**config.mk**
```make
export PLATFORM = sky130hd
export DESIGN_NAME = phase_vector_sequencer
export DESIGN_NICKNAME = d
export VERILOG_FILES = /design/src/rtl/phase_vector_sequencer_pkg.sv /design/src/rtl/phase_vector_sequencer_buffer.sv /design/src/rtl/phase_vector_sequencer.sv
export SDC_FILE = /design/constraint.sdc
export NUM_CORES = 1
export LEC_CHECK = 0
export CAP_MARGIN = 20
export CELL_PAD_IN_SITES_DETAIL_PLACEMENT = 0
export CELL_PAD_IN_SITES_GLOBAL_PLACEMENT = 1
export CORE_UTILIZATION = 40
export DETAILED_ROUTE_END_ITERATION = 8
export GPL_TIMING_DRIVEN = 0
export PLACE_DENSITY_LB_ADDON = 0.1
export SYNTH_ARGS = -nofsm -noshare
export SYNTH_HDL_FRONTEND = slang
export SYNTH_SLANG_ARGS = --single-unit
```
**constraint.sdc**
```tcl
create_clock -name clk -period 2.5 [get_ports clk]
set_input_delay 0.25 -clock clk [delete_from_list [all_inputs] [get_ports clk]]
set_output_delay 0.25 -clock clk [all_outputs]
set_load 0.005 [all_outputs]
```
**src/rtl/phase_vector_sequencer_pkg.sv**
```systemverilog
// Shared types for the phase-vector sequencer: FSM states, batch sizing and the
// ordered index pair handed to the cofactor merge stage.
package cofactor_pkg;

   localparam int NUM_QUBIT = 3;
   localparam int DEPTH     = 2**NUM_QUBIT;

   typedef enum logic [2:0] {
      LOAD   = 3'd0,
      ROUND1 = 3'd1,
      WAIT   = 3'd2,
      ROUND2 = 3'd3,
      DRAIN  = 3'd4
   } state_t;

   typedef struct packed {
      logic [NUM_QUBIT-1:0] first;
      logic [NUM_QUBIT-1:0] second;
   } pair_t;

endpackage

```
**src/rtl/phase_vector_sequencer_buffer.sv**
```systemverilog
// Batch storage for phase vectors: synchronous write port, asynchronous read port.
module phase_buffer
   import cofactor_pkg::*;
#(
   parameter int addr_w = NUM_QUBIT,
   parameter int data_w = NUM_QUBIT
) (
   input  logic              clk,
   input  logic              we,
   input  logic [addr_w-1:0] waddr,
   input  logic [data_w-1:0] wdata,
   input  logic [addr_w-1:0] raddr,
   output logic [data_w-1:0] rdata
);

   logic [data_w-1:0] mem [2**addr_w];

   always_ff @(posedge clk) begin
      if (we) begin
         mem[waddr] <= wdata;
      end
   end

   assign rdata = mem[raddr];

endmodule

```
**src/rtl/phase_vector_sequencer.sv**
```systemverilog
// Buffers a batch of phase vectors, plays it out as round-1 index writes and a
// round-2 replay, and turns returned partner hits into ordered index pairs.
module phase_vector_sequencer
   import cofactor_pkg::*;
#(
   parameter int num_qubit = NUM_QUBIT
) (
   input  logic                 clk,
   input  logic                 rst,
   input  logic                 in_valid,
   input  logic                 in_phase [0:num_qubit-1],
   input  logic                 in_last,
   output logic                 in_ready,
   input  logic                 done_alpha,
   output logic                 ori_phase_vector [0:num_qubit-1],
   output logic                 valid_ori_phase_write,
   input  logic                 valid_second_round,
   input  logic                 output_valid,
   input  logic [num_qubit-1:0] output_index,
   output logic                 pair_valid,
   output logic [num_qubit-1:0] pair_first,
   output logic [num_qubit-1:0] pair_second,
   output logic                 batch_done,
   output logic                 overflow,
   output logic [2:0]           fsm_state
);

   localparam logic [num_qubit:0] depth_c = (num_qubit+1)'(2**num_qubit);
   localparam logic [31:0]        tc_max  = 32'(2**num_qubit);

   state_t               state;
   logic [num_qubit:0]   count;
   logic [num_qubit:0]   k;
   logic [31:0]          tc;
   logic                 alpha_seen;
   logic                 drain_cnt;
   logic [num_qubit-1:0] ori_vec;
   logic [num_qubit-1:0] drv_idx;
   logic [num_qubit-1:0] prev_idx;
   logic [num_qubit-1:0] in_vec;
   logic [num_qubit-1:0] rd_vec;
   logic                 buf_we;

   // Array element i maps to packed bit num_qubit-1-i (element 0 is the MSB).
   for (genvar gi = 0; gi < num_qubit; gi++) begin : g_map
      assign in_vec[num_qubit-1-gi]  = in_phase[gi];
      assign ori_phase_vector[gi]    = ori_vec[num_qubit-1-gi];
   end

   assign fsm_state = state;
   assign buf_we    = (state == LOAD) && in_valid && (count < depth_c);

   phase_buffer #(.addr_w(num_qubit), .data_w(num_qubit)) u_buf (
      .clk   (clk),
      .we    (buf_we),
      .waddr (count[num_qubit-1:0]),
      .wdata (in_vec),
      .raddr (k[num_qubit-1:0]),
      .rdata (rd_vec)
   );

   // Handshake: a vector is taken on every clock where in_valid and in_ready are both
   // high; in_valid while the batch is full (and not flagged last) is dropped and
   // sets the sticky overflow flag.
   always_ff @(posedge clk or negedge rst) begin
      if (!rst) begin
         state                 <= LOAD;
         count                 <= '0;
         k                     <= '0;
         tc                    <= '0;
         alpha_seen            <= 1'b0;
         drain_cnt             <= 1'b0;
         ori_vec               <= '0;
         drv_idx               <= '0;
         valid_ori_phase_write <= 1'b0;
         in_ready              <= 1'b1;
         batch_done            <= 1'b0;
         overflow              <= 1'b0;
      end else begin
         batch_done <= 1'b0;
         if (in_valid && !in_last && (count == depth_c)) begin
            overflow <= 1'b1;
         end
         case (state)
            LOAD: begin
               if (buf_we) begin
                  count <= count + 1'b1;
                  if (in_last || (count == depth_c - 1'b1)) begin
                     state    <= ROUND1;
                     in_ready <= 1'b0;
                     k        <= '0;
                  end
               end
            end
            ROUND1: begin
               if (k < count) begin
                  ori_vec               <= rd_vec;
                  valid_ori_phase_write <= 1'b1;
                  k                     <= k + 1'b1;
                  tc                    <= (k == '0) ? 32'd1 : ((tc < tc_max) ? tc + 32'd1 : tc);
               end else begin
                  ori_vec               <= '0;
                  valid_ori_phase_write <= 1'b0;
                  k                     <= '0;
                  tc                    <= (tc < tc_max) ? tc + 32'd1 : tc;
                  alpha_seen            <= 1'b0;
                  state                 <= WAIT;
               end
            end
            WAIT: begin
               tc <= (tc < tc_max) ? tc + 32'd1 : tc;
               if (done_alpha) begin
                  alpha_seen <= 1'b1;
               end
               // k is 0 here, so rd_vec already presents the first buffered vector.
               if ((tc >= tc_max) && (done_alpha || alpha_seen)) begin
                  state   <= ROUND2;
                  ori_vec <= rd_vec;
                  drv_idx <= '0;
                  k       <= (num_qubit+1)'(1);
               end
            end
            ROUND2: begin
               if (k < count) begin
                  ori_vec <= rd_vec;
                  drv_idx <= k[num_qubit-1:0];
                  k       <= k + 1'b1;
               end else if (k == count) begin
                  k <= k + 1'b1;
               end else begin
                  ori_vec   <= '0;
                  drain_cnt <= 1'b0;
                  state     <= DRAIN;
               end
            end
            DRAIN: begin
               if (!drain_cnt) begin
                  drain_cnt <= 1'b1;
               end else begin
                  state      <= LOAD;
                  count      <= '0;
                  k          <= '0;
                  tc         <= '0;
                  in_ready   <= 1'b1;
                  batch_done <= 1'b1;
               end
            end
            default: state <= LOAD;
         endcase
      end
   end

   // The index RAM answers one cycle after it sees a vector, so a hit belongs to the
   // vector driven on the previous cycle.
   always_ff @(posedge clk or negedge rst) begin
      if (!rst) begin
         prev_idx    <= '0;
         pair_valid  <= 1'b0;
         pair_first  <= '0;
         pair_second <= '0;
      end else begin
         prev_idx   <= drv_idx;
         pair_valid <= 1'b0;
         if (valid_second_round && output_valid && (prev_idx != output_index)) begin
            pair_valid <= 1'b1;
            if (prev_idx < output_index) begin
               pair_first  <= prev_idx;
               pair_second <= output_index;
            end else begin
               pair_first  <= output_index;
               pair_second <= prev_idx;
            end
         end
      end
   end

endmodule
```
After elaboration in Yosys (flattened, before gate mapping):

Memory sizes are Yosys's and may differ from the RTL's.
Index checks and enable logic that the tools add are counted.

* flip-flop bits (word level): 65
* RAM bits: 24
* memory bits (read-only): 0
* memories kept: 1
* input bits: 13
* latch bits: 0

* eq/ne operators: 19
* divide/modulo/power cells: 0
* $add $sub $neg: 3
* $lt $le $gt $ge: 5
* multipliers: 0
* multiplexer cells: 49
* reduce and logical (&&, ||, !) cells: 28
* bitwise logic cells: 0
* shift operators: 0

Memories
* u_buf.mem: words 8, width 3, read ports 1, clocked after memory_dff 0, wr ports 1, RTL line phase_vector_sequencer_buffer.sv:16 `logic [data_w-1:0] mem [2**addr_w];`

Operator list (number)
* $mux W32: 4
* $pmux W32 S3: 1
* $mux W3: 15
* $add A32 B1 Y32 const B: 1
* $ge A32 B4 Y1 const B: 1
* $lt A32 B4 Y1 const B: 1
* $mux W4: 8
* $pmux W4 S5: 1
* $ne A2 B2 Y1 const B: 8
* $pmux W3 S5: 1
* $reduce_and A3 Y1: 5
* $mux W1: 13
* $pmux W3 S3: 1
* $add A4 B1 Y4 const B: 2
* $pmux W4 S2: 1
* $reduce_bool A2 Y1: 4
* $logic_and A1 B1 Y1: 7
* $reduce_and A7 Y1: 1
* $eq A3 B2 Y1 const B: 2
* $ne A3 B3 Y1 const B: 2
* $pmux W1 S2: 3
* $pmux W3 S2: 1
* $reduce_and A6 Y1: 1
* $reduce_bool A3 Y1: 2
* other kinds (17): 18

Depth between registers and ports, before layout:

Gate-level depths: netlist (run 1).

* depth in word-level cells: 5
* gate-level depth with buffers: 10
* mapped depth without buffers: 8

Hierarchy:

Synthesis (run 1) repeated with hierarchy kept, for this count alone.

* cell total of the unflattened synthesis: 323
* area, all modules: 4015.1 um2

Modules (own cells, without submodules)
* phase_vector_sequencer: cells each 276, area each 3032.9 um2, instances 1
* phase_buffer: cells each 47, area each 982.2 um2, instances 1

Worst setup path before layout (run 1):

No wires, ideal clock.

* path kind: flip-flop to flip-flop
* start: register k[0]
* end: register k[2]
* setup slack: 0.367 ns
* stages on the path, launching flop included: 9
* path buffers: 1
* arrival time: 2.009 ns
* library setup time: 0.124 ns
* cell sequence: dfrtp_1 -> buf_2 -> inv_1 -> ha_1 -> nand4_1 -> nor3b_1 -> a221oi_2 -> nand2_1 -> a211o_1

* longest elaborated chain between the ends: 4
* elaborated cells between the ends (all ways): 9

Ends and longest elaborated chain
* from (decl): RTL line phase_vector_sequencer.sv:33 `logic [num_qubit:0] k;`
* from (signal assigned): RTL line phase_vector_sequencer.sv:99 `k <= k + 1'b1;`
* from (signal assigned): RTL line phase_vector_sequencer.sv:120 `k <= (num_qubit+1)'(1);`
* from (signal assigned): RTL line phase_vector_sequencer.sv:127 `k <= k + 1'b1;`
* $add A4 B1 Y4: RTL line phase_vector_sequencer.sv:99, phase_vector_sequencer.sv:127, phase_vector_sequencer.sv:129
* $mux W4: RTL line phase_vector_sequencer.sv:128 `end else if (k == count) begin`
* $mux W4: RTL line phase_vector_sequencer.sv:124 `if (k < count) begin`
* $pmux W4 S5: RTL line phase_vector_sequencer.sv:84 `case (state)`

Parallel ways exist; a longest one is shown, timed or not. The select of a mux whose other input is x is not followed.
A chain may end at the register's enable or synchronous reset.

Worst setup path in the final report (run 1):

* start: register k[0]
* end: register k[3]

Same word-level chain as after synthesis.

==> reports/results.txt, run 1 <==
Starting DRT DRC Count -> 68
Htree depth -> 3
Chip width -> 101 um
RSZ-0062 raised after global routing -> false
Outcome -> finished with violations
Critical-path cell list -> buf_4 > inv_1 > ha_1 > nand4_1 > nor3b_2 > a221oi_2 > nand2_1 > a211o_1
CP top delay family -> compound AO/OA/AOI/OAI gates
Hold_buf cts -> 0
Fin area -> 0.00462 sq mm
Worst rel slew slack -> 45.9%
Setup TNS -> 0 ns
Vias/cell -> 5.05
Kind of critical path -> flip-flop to flip-flop
Max Fclk -> 0.425 GHz
Post-synth top flop -> dfrtp_1
Switching share of power -> 37.4%
R2r endpoint -> k[3]
Yosys Warn Count -> 0
Placed cell count -> 481
Pint -> 3290 uW
Drt pass-1 iters -> 4
Min-delay worst type -> primary input to asynchronous set/reset pin
Num CTS Buffers -> 9
Least-Margin Pin Slew -> 0.812 ns
Final Critical Period -> 2.35 ns
Static Leak -> 0.00208 uW
Max-cap violation count -> 0
Final net count -> 393
Cell Area, Placed -> 0.00440 sq mm
Detail Route Antenna Nets -> 0
Total Wirelength -> 7470 um
Row cnt -> 35
Clock Skew -> 0.0193 ns
First-pass GRT wire length -> 12600 um
Ant. Diodes -> 0
Mean Syn Cell Area -> 12.2 sq um
Share of post-route cells with drive strength above 1 -> 14.6%
Area share of the largest cell type after synthesis -> 40.6%
Worst R2R Start -> k[0]
PwrDens -> 1140 mW/mm^2
Max incr delay on CP -> 0.40 ns
Syn Inst Count -> 323
Pin count of the biggest net entering global routing -> 66
Port Buffers -> 29
Worst path bufs/invs -> 2
Failing checks -> hold timing
Critical-path maximum fanout -> 10
Clk slew on worst S/H paths -> 0.09 ns
Final period utilization -> 94.0%
Worst vdd ir -> 0.000452 V
FF-to-FF setup slack -> 0.15 ns
Root Buffer -> clkbuf_8
Starting density of the core -> 41.9%
Most common cell in the netlist -> dfrtp_1
Final Worst Setup Slack -> 0.150 ns
Worst r2r path cells -> 8
Largest cells by area after synthesis -> dfrtp_1, edfxtp_1, ha_1, nor2b_1, mux4_2
Sequential-to-total area share from yosys stat -> 59.5%
Worst-Skew Late Latency -> 0.36 ns
WHS -> -0.0262 ns
DIE AREA -> 0.0103 sq mm
GR Overflow Total -> 0
CP required -> 2.74 ns
CTS tree -> done
Initial antenna violation count -> 0
FFs w/ async S/R, synth -> 73.0%
Sw Pwr -> 1970 uW
CORE AREA -> 0.00942 sq mm
Slowest CP cell -> dfrtp_1
Clock sink count -> 89
CP endpoint kind -> flip-flop
Vias in the first global route -> 2479
Dpl ws -> -0.0787 ns
DR vias -> 2521
Synth unique cells -> 50
Clock Path Buffers -> 2
Post-Syn Nets -> 351
Synth cell count leaders -> dfrtp_1, nor2b_1, edfxtp_1, nor2_1
# DRC -> 0
Number of flops mapped to enable cells by yosys -> 24
Clock power share -> 19.1%
Routed WL per cell -> 15.0 um
Sequential share of power -> 37.8%
Flop and latch count out of synthesis -> 89
Ports -> 30
Max-slew violations -> 0
Layout area overhead -> 17.0%
Finished Layout Cells -> 499
Global placer's final weighted congestion -> 0.766
Combinational Power Share -> 43.0%
Worst Setup Start Kind -> flip-flop
Gr usage total -> 16.4%
Post-DP HPWL -> 5210 um
Post-synthesis cell area -> 0.00395 sq mm
Leading area contributor after synthesis -> dfrtp_1
# setup viols final -> 0
CP arrival -> 2.59 ns
Chip height -> 101 um
Hold Fails Final Rpt -> 23
[worst reg2reg max path: cells and delay by family, from the launching register on]
| kind | cells | cell delay (ns) |
|---|---|---|
| buf+inv | 2 | 0.33 |
| fa+ha+maj | 1 | 0.28 |
| flops | 1 | 0.40 |
| compound gates | 2 | 0.66 |
| simple gates | 3 | 0.58 |
[stage by stage]
stage	util [%]	total power [uW]
detailed placement	46.7	4220
floorplan	-	3520
CTS	48.8	5250
finish	49.1	5270
global route	49.1	5650
global placement	46.7	4210
[power groups by stage]
stage               Clock, uW  Sequential, uW  Combinational [uW]
floorplan                   0            1980                1540
CTS                      1040            2000                2220
finish                   1010            1990                2270
global placement            0            2020                2200
global route             1100            2030                2520
detailed placement          0            2030                2190
[how the worst max path moves through the flow]
stage,start,endpoint,slack [ns],cells past startpoint
floorplan,k[0],k[2],0.37,8
global placement,rst,batch_done,-1.05,1
detailed placement,k[0],drv_idx[1],-0.08,10
CTS,k[0],k[3],0.05,8
global route,k[0],tc[8],0.02,10
finish,k[0],k[3],0.15,8
[sequential cells by signal, indices dropped and copies added (netlist names)]
name and count:
pair_second 3, drv_idx 3, pair_valid 1, overflow 1
fsm_state 3, batch_done 1, alpha_seen 1, ori_phase_vector 3
prev_idx 3, k 4, tc 32, count 4
u_buf.mem 24, drain_cnt 1, valid_ori_phase_write 1, pair_first 3
in_ready 1
[timing repair]
item / in CTS / in global routing
endpoints found under the setup margin: 5 / 33
resized for setup: 2 / 2
pin swaps: 0 / 1
buffers inserted: 0 / 2
[metal layers]
| layer | track usage, % | up-vias | share of wire [%] |
|---|---|---|---|
| met3 | 4.14 | 8 | 3.3 |
| li1 | - | 1230 | - |
| met2 | 24.8 | 50 | 47 |
| met5 | 0 | - | 0 |
| met1 | 22.6 | 1233 | 48 |
| met4 | 6.35 | 0 | 1.8 |
[kinds of logic after synthesis]
group	share of synthesized area, %
flops	59.5
mux	6.88
fa+ha+maj	4.75
simple gates	16.1
buf+inv	3.42
xor+xnor	0.666
compound gates	8.75
[placed cells by master (no fill, tap or decap), types with 3 or more instances in the layout]
| cell type | count |
|---|---|
| nand4_1 | 5 |
| clkbuf_1 | 6 |
| nor4_1 | 4 |
| and3_1 | 3 |
| mux4_2 | 6 |
| edfxtp_1 | 24 |
| o21ai_0 | 6 |
| a31oi_1 | 6 |
| a22o_1 | 4 |
| buf_4 | 5 |
| a211o_1 | 3 |
| ha_1 | 15 |
| nand3_1 | 6 |
| inv_1 | 18 |
| a21oi_1 | 17 |
| mux2_4 | 3 |
| nor2b_1 | 28 |
| clkdlybuf4s50_1 | 28 |
| dfrtp_1 | 64 |
| o31ai_1 | 3 |
| inv_2 | 3 |
| buf_2 | 5 |
| clkbuf_8 | 10 |
| mux2i_1 | 8 |
| nor4_2 | 4 |
| nor2_1 | 24 |
| nand2_1 | 18 |
| nor3_1 | 7 |
[final cells by class]
cell class | count | area, sq um
Fill cell | 864 | 4790
Sequential cell | 89 | 2350
Timing Repair Buffer | 31 | 303
Tap cell | 129 | 161
Clock inverter | 4 | 51.3
Clock buffer | 12 | 145
Multi-Input combinational cell | 201 | 1470
Buffer | 12 | 60.1
Inverter | 21 | 78.8
(Power assumes the default switching activity.)
==> inputs of run 2 (changes only) <==
--- a/config.mk
+++ b/config.mk
@@ -11,6 +11,7 @@
 export CORE_UTILIZATION = 40
 export DETAILED_ROUTE_END_ITERATION = 8
 export GPL_TIMING_DRIVEN = 0
+export HOLD_SLACK_MARGIN = 0.03
 export PLACE_DENSITY_LB_ADDON = 0.1
 export SYNTH_ARGS = -nofsm -noshare
 export SYNTH_HDL_FRONTEND = slang
==> reports/results.txt, run 2 (synthesized netlist as in run 1, its figures left out) <==
Placed cell count -> 481 (unchanged)
Worst Setup Start Kind -> flip-flop
Pin count of the biggest net entering global routing -> 66 (unchanged)
Min-delay worst type -> flip-flop to flip-flop
Max reg flops -> 32 (unchanged)
WHS Endpoint -> prev_idx[2]
First-pass GRT wire length -> 12600 um (unchanged)
RSZ-0062 raised after global routing -> false
Vias in the first global route -> 2479 (unchanged)
DR vias -> 2522 (+0.040%)
CP arrival -> 2.59 ns (about the same)
Pwr Total -> 5270 uW (about the same)
FF-to-FF setup slack -> 0.15 ns (about the same)
CORE AREA -> 0.00942 sq mm (unchanged)
FF+latch area -> 0.00235 sq mm (unchanged)
Clock Path Buffers -> 2 (unchanged)
Row cnt -> 35 (unchanged)
Routed WL per cell -> 14.9 um (-0.16%)
Most frequent cells in the layout -> dfrtp_1, nor2b_1, clkdlybuf4s50_1
CP required -> 2.74 ns (about the same)
Worst r2r path cells -> 8 (unchanged)
Finished Layout Cells -> 500 (+0.20%)
Initial antenna violation count -> 0 (unchanged)
Most common cell after layout, fill and taps aside -> dfrtp_1
Clock sink count -> 89 (unchanged)
Final Critical Period -> 2.35 ns (-0.00142 ns)
DIE AREA -> 0.0103 sq mm (unchanged)
Most flop-heavy register -> tc
# DRC -> 0 (unchanged)
Htree depth -> 3 (unchanged)
Starting density of the core -> 41.9% (unchanged)
Ports -> 30 (unchanged)
Share of post-route cells with drive strength above 1 -> 14.6% (-0.039 points)
Max-slew violations -> 0 (unchanged)
Root Buffer -> clkbuf_8
Static Leak -> 0.00208 uW (+0.20%)
Biggest regs -> tc (32), u_buf.mem (24)
Vias/cell -> 5.04 (-0.16%)
Worst R2R Start -> k[0]
Layout fillers -> 863 (-0.12%)
Max-cap violation count -> 0 (unchanged)
PwrDens -> 1140 mW/mm^2 (-0.20%)
Hold Fails Final Rpt -> 0 (-100%)
Max Fclk -> 0.426 GHz (about the same)
Clock Skew -> 0.0193 ns (unchanged)
Total Wirelength -> 7470 um (about the same)
Starting DRT DRC Count -> 68 (unchanged)
Hold Crit Depth -> 0
Ant. Diodes -> 0 (unchanged)
Cell Area, Placed -> 0.00440 sq mm (unchanged)
Chip height -> 101 um (unchanged)
R2r endpoint -> k[3]
Outcome -> finished, final reports clean
Critical-path maximum fanout -> 10 (unchanged)
Final period utilization -> 94.0% (about the same)
Global placer's final weighted congestion -> 0.766 (unchanged)
Port Buffers -> 29 (unchanged)
Worst rel slew slack -> 45.7% (-0.14 points)
Drt pass-1 iters -> 4 (unchanged)
Least-Margin Pin Slew -> 0.814 ns (+0.00214 ns)
Worst vdd ir -> 0.000452 V (about the same)
Setup TNS -> 0 ns (unchanged)
Layout area overhead -> 17.3%
Gr usage total -> 16.4% (unchanged)
Clk slew on worst S/H paths -> 0.08 ns (about the same)
Post-DP HPWL -> 5210 um (unchanged)
Worst hold start -> drv_idx[2]
Multi-input gate area -> 0.00147 sq mm (unchanged)
Final net count -> 394 (+0.25%)
Fin area -> 0.00463 sq mm (+0.22%)
Kind of critical path -> flip-flop to flip-flop
Num CTS Buffers -> 9 (unchanged)
Detail Route Antenna Nets -> 0 (unchanged)
# setup viols final -> 0 (unchanged)
CTS tree -> done
GR Overflow Total -> 0 (unchanged)
WHS -> 0.389 ns (+0.416 ns)
Worst-Skew Late Latency -> 0.36 ns (about the same)
Chip width -> 101 um (unchanged)
CP endpoint kind -> flip-flop
## run 2: cell count changes in the layout (fill, tap and decap cells not counted), sizes merged
cell         change
dlygate4sd3      +1
## run 2: layout make-up
type / instances / share of cell area, %
flip-flops and latches: 89 / 50.7
multi-input cells: 201 / 31.8
repair buffers: 32 / 6.75
well taps: 129 / 3.48
clock buffers: 12 / 3.13
inverters: 21 / 1.70
plain buffers: 12 / 1.30
clock inverters: 4 / 1.11
## run 2: repair_timing
action,CTS,global route
cloned,0,0
pin swaps,0,1
gates resized for setup,2,2
hold buffers,1,0
setup endpoints to repair,5,33
setup buffers,0,2
hold endpoints to repair,50,0
## run 2: critical path, stage by stage (launching register included)
cell and delay [ns]:
dfrtp_1 0.40, buf_4 0.23, inv_1 0.10, ha_1 0.28
nand4_1 0.18, nor3b_2 0.23, a221oi_2 0.33, nand2_1 0.17
a211o_1 0.32
## run 2: how the worst max path moves through the flow
stage / endpoint / slack (ns) / from
detailed placement: drv_idx[1] / -0.08 / k[0]
global placement: batch_done / -1.05 / rst
CTS: k[3] / 0.05 / k[0]
floorplan: k[2] / 0.37 / k[0]
finish: k[3] / 0.15 / k[0]
global route: tc[8] / 0.02 / k[0]
## run 2: report_power, final
group / leakage (uW) / switching (uW) / internal (uW)
logic: 0.000922 / 1230 / 1030
clock network: 0.0000970 / 514 / 493
registers: 0.00106 / 223 / 1770
## run 2: metrics by stage
stage	util (%)	setup WS [ns]
2_1_floorplan	-	0.367
6_report	49.2	0.151
3_5_place_dp	46.7	-0.0787
3_3_place_gp	46.7	-1.05
4_1_cts	48.9	0.0495
5_1_grt	49.2	0.0167
## run 2: metal layers
metal	GRT usage [%]	vias up	share of wire (%)
li1	-	1232	-
met3	4.14	8	3.3
met4	6.35	0	1.8
met2	24.8	50	47
met1	22.6	1232	48
met5	0	-	0
==> inputs of run 3 (changes only) <==
==> constraint.sdc (replaced) <==
create_clock -name clk -period 2.24 [get_ports clk]
set_input_delay 0.224 -clock clk [delete_from_list [all_inputs] [get_ports clk]]
set_output_delay 0.224 -clock clk [all_outputs]
set_load 0.005 [all_outputs]
==> reports/results.txt, run 3 (synthesized netlist as in run 1, its figures left out) <==
Outcome -> finished, final reports clean
R2r endpoint -> k[2]
CP required -> 2.50 ns (-0.24 ns)
Finished Layout Cells -> 504 (+0.80%)
Biggest regs -> tc (32), u_buf.mem (24)
Initial antenna violation count -> 0 (unchanged)
DIE AREA -> 0.0103 sq mm (unchanged)
Starting density of the core -> 41.9% (unchanged)
Most frequent cells in the layout -> dfrtp_1, nor2b_1, clkdlybuf4s50_1
CORE AREA -> 0.00942 sq mm (unchanged)
Critical-path cell list -> inv_1 > ha_1 > nand4_1 > nor3b_2 > a221oi_2 > buf_4 > and4_1 > a211o_1
# setup viols final -> 0 (unchanged)
Port Buffers -> 29 (unchanged)
Static Leak -> 0.00211 uW (+1.3%)
Root Buffer -> clkbuf_8
Met2 WL -> 3520 um (+1.0%)
CP top delay family -> simple AND/OR/NAND/NOR gates
Max-slew violations -> 0 (unchanged)
Routed WL per cell -> 15.0 um (+0.60%)
Slowest CP cell -> dfrtp_2
Share of post-route cells with drive strength above 1 -> 17.3% (+2.8 points)
Layout area overhead -> 19.8%
Pin count of the biggest net entering global routing -> 66 (unchanged)
Drt pass-1 iters -> 4 (unchanged)
Chip width -> 101 um (unchanged)
CTS tree -> done
WHS -> 0.390 ns (+0.000375 ns)
Total Wirelength -> 7580 um (+1.4%)
Starting DRT DRC Count -> 69 (+1.5%)
Kind of critical path -> flip-flop to flip-flop
Fin area -> 0.00473 sq mm (+2.2%)
Chip height -> 101 um (unchanged)
Detail Route Antenna Nets -> 0 (unchanged)
Routed length on met3 -> 215 um (-13%)
Most common cell after layout, fill and taps aside -> dfrtp_1
Worst r2r path cells -> 8 (unchanged)
Worst R2R Start -> count[2]
Worst vdd ir -> 0.000520 V (+15%)
Hold Fails Final Rpt -> 0 (unchanged)
Max-cap violation count -> 0 (unchanged)
Clock sink count -> 89 (unchanged)
Max Fclk -> 0.465 GHz (+9.3%)
Vias/cell -> 5.07 (+0.43%)
Clock Skew -> 0.0202 ns (+0.000889 ns)
Ant. Diodes -> 0 (unchanged)
# DRC -> 0 (unchanged)
Final Critical Period -> 2.15 ns (-0.200 ns)
Clock Path Buffers -> 2 (unchanged)
Worst Setup Start Kind -> flip-flop
Final period utilization -> 95.9% (+2.0 points)
Post-DP HPWL -> 5210 um (unchanged)
DR vias -> 2553 (+1.2%)
Hold Crit Depth -> 0 (unchanged)
Top sig layer -> met4
Global placer's final weighted congestion -> 0.766 (unchanged)
Final Worst Setup Slack -> 0.0913 ns (-0.0597 ns)
Dpl ws -> -0.339 ns (-0.260 ns)
Final net count -> 398 (+1.0%)
Clk slew on worst S/H paths -> 0.10 ns (+0.02 ns)
Vias in the first global route -> 2492 (+0.52%)
Worst-Skew Late Latency -> 0.36 ns (about the same)
First-pass GRT wire length -> 12700 um (+0.39%)
Row cnt -> 35 (unchanged)
Max reg flops -> 32 (unchanged)
Max incr delay on CP -> 0.45 ns (+0.05 ns)
Min-delay worst type -> flip-flop to flip-flop
Least-Margin Pin Slew -> 0.814 ns (+0.000482 ns)
CP arrival -> 2.41 ns (-0.18 ns)
Cell Area, Placed -> 0.00440 sq mm (unchanged)
Ports -> 30 (unchanged)
CP endpoint kind -> flip-flop
Htree depth -> 3 (unchanged)
PwrDens -> 1280 mW/mm^2 (+12%)
Worst hold start -> drv_idx[2]
Most flop-heavy register -> tc
Critical Path Stages -> 8 (unchanged)
Worst rel slew slack -> 45.7% (about the same)
FF-to-FF setup slack -> 0.09 ns (-0.06 ns)
Num CTS Buffers -> 9 (unchanged)
Worst path bufs/invs -> 2 (unchanged)
Placed cell count -> 481 (unchanged)
Critical-path maximum fanout -> 7 (-3)
Wire length on met1 -> 3700 um (+2.8%)
WHS Endpoint -> prev_idx[2]
Gr usage total -> 16.4% (+0.077 points)
GR Overflow Total -> 0 (unchanged)
## run 3: cell types whose count changed in the layout (fill, tap and decap cells not counted), moves of 2 or more
cell     delta
buf_6       +4
buf_2       -3
buf_4       +3
dfrtp_1     -2
dfrtp_2     +2
## run 3: worst max-delay path by stage
stage / from / end / slack (ns)
floorplan: k[0] / k[2] / 0.11
global placement: rst / batch_done / -1.29
detailed placement: k[0] / drv_idx[1] / -0.34
CTS: count[1] / tc[8] / 0.0003
global route: count[3] / tc[12] / -0.003
finish: count[2] / k[2] / 0.09
## run 3: metal layers
metal	vias to the layer above	GRT usage [%]
li1	1242	-
met1	1248	22.6
met2	55	25.1
met3	8	4.14
met4	0	6.24
met5	-	0
## run 3: layout make-up
class	instances	area [sq um]
plain buffers	12	85.1
clock buffers	12	145
clock inverters	4	51.3
fillers	854	4680
inverters	21	78.8
multi-input cells	201	1520
flip-flops and latches	89	2350
well taps	129	161
repair buffers	36	343
## run 3: through the flow
step	setup TNS, ns	util [%]	total power, uW
after CTS	0	49.4	5960
after global placement	-90.10	46.7	4700
final	0	50.3	6050
after global routing	-0.00656	50.3	6470
after floorplan	0	-	3930
after detailed placement	-8.10	46.7	4710
## run 3: power breakdown
part	internal, uW	switching, uW
clock network	550	581
logic	1250	1430
registers	1980	257
## run 3: repair_timing
item	in CTS	in global routing
endpoints found under the setup margin	48	49
endpoints found under the hold margin	64	0
pin swaps	1	4
resized for setup	11	11
setup buffers	1	5
cloned	0	0
hold buffers	1	0
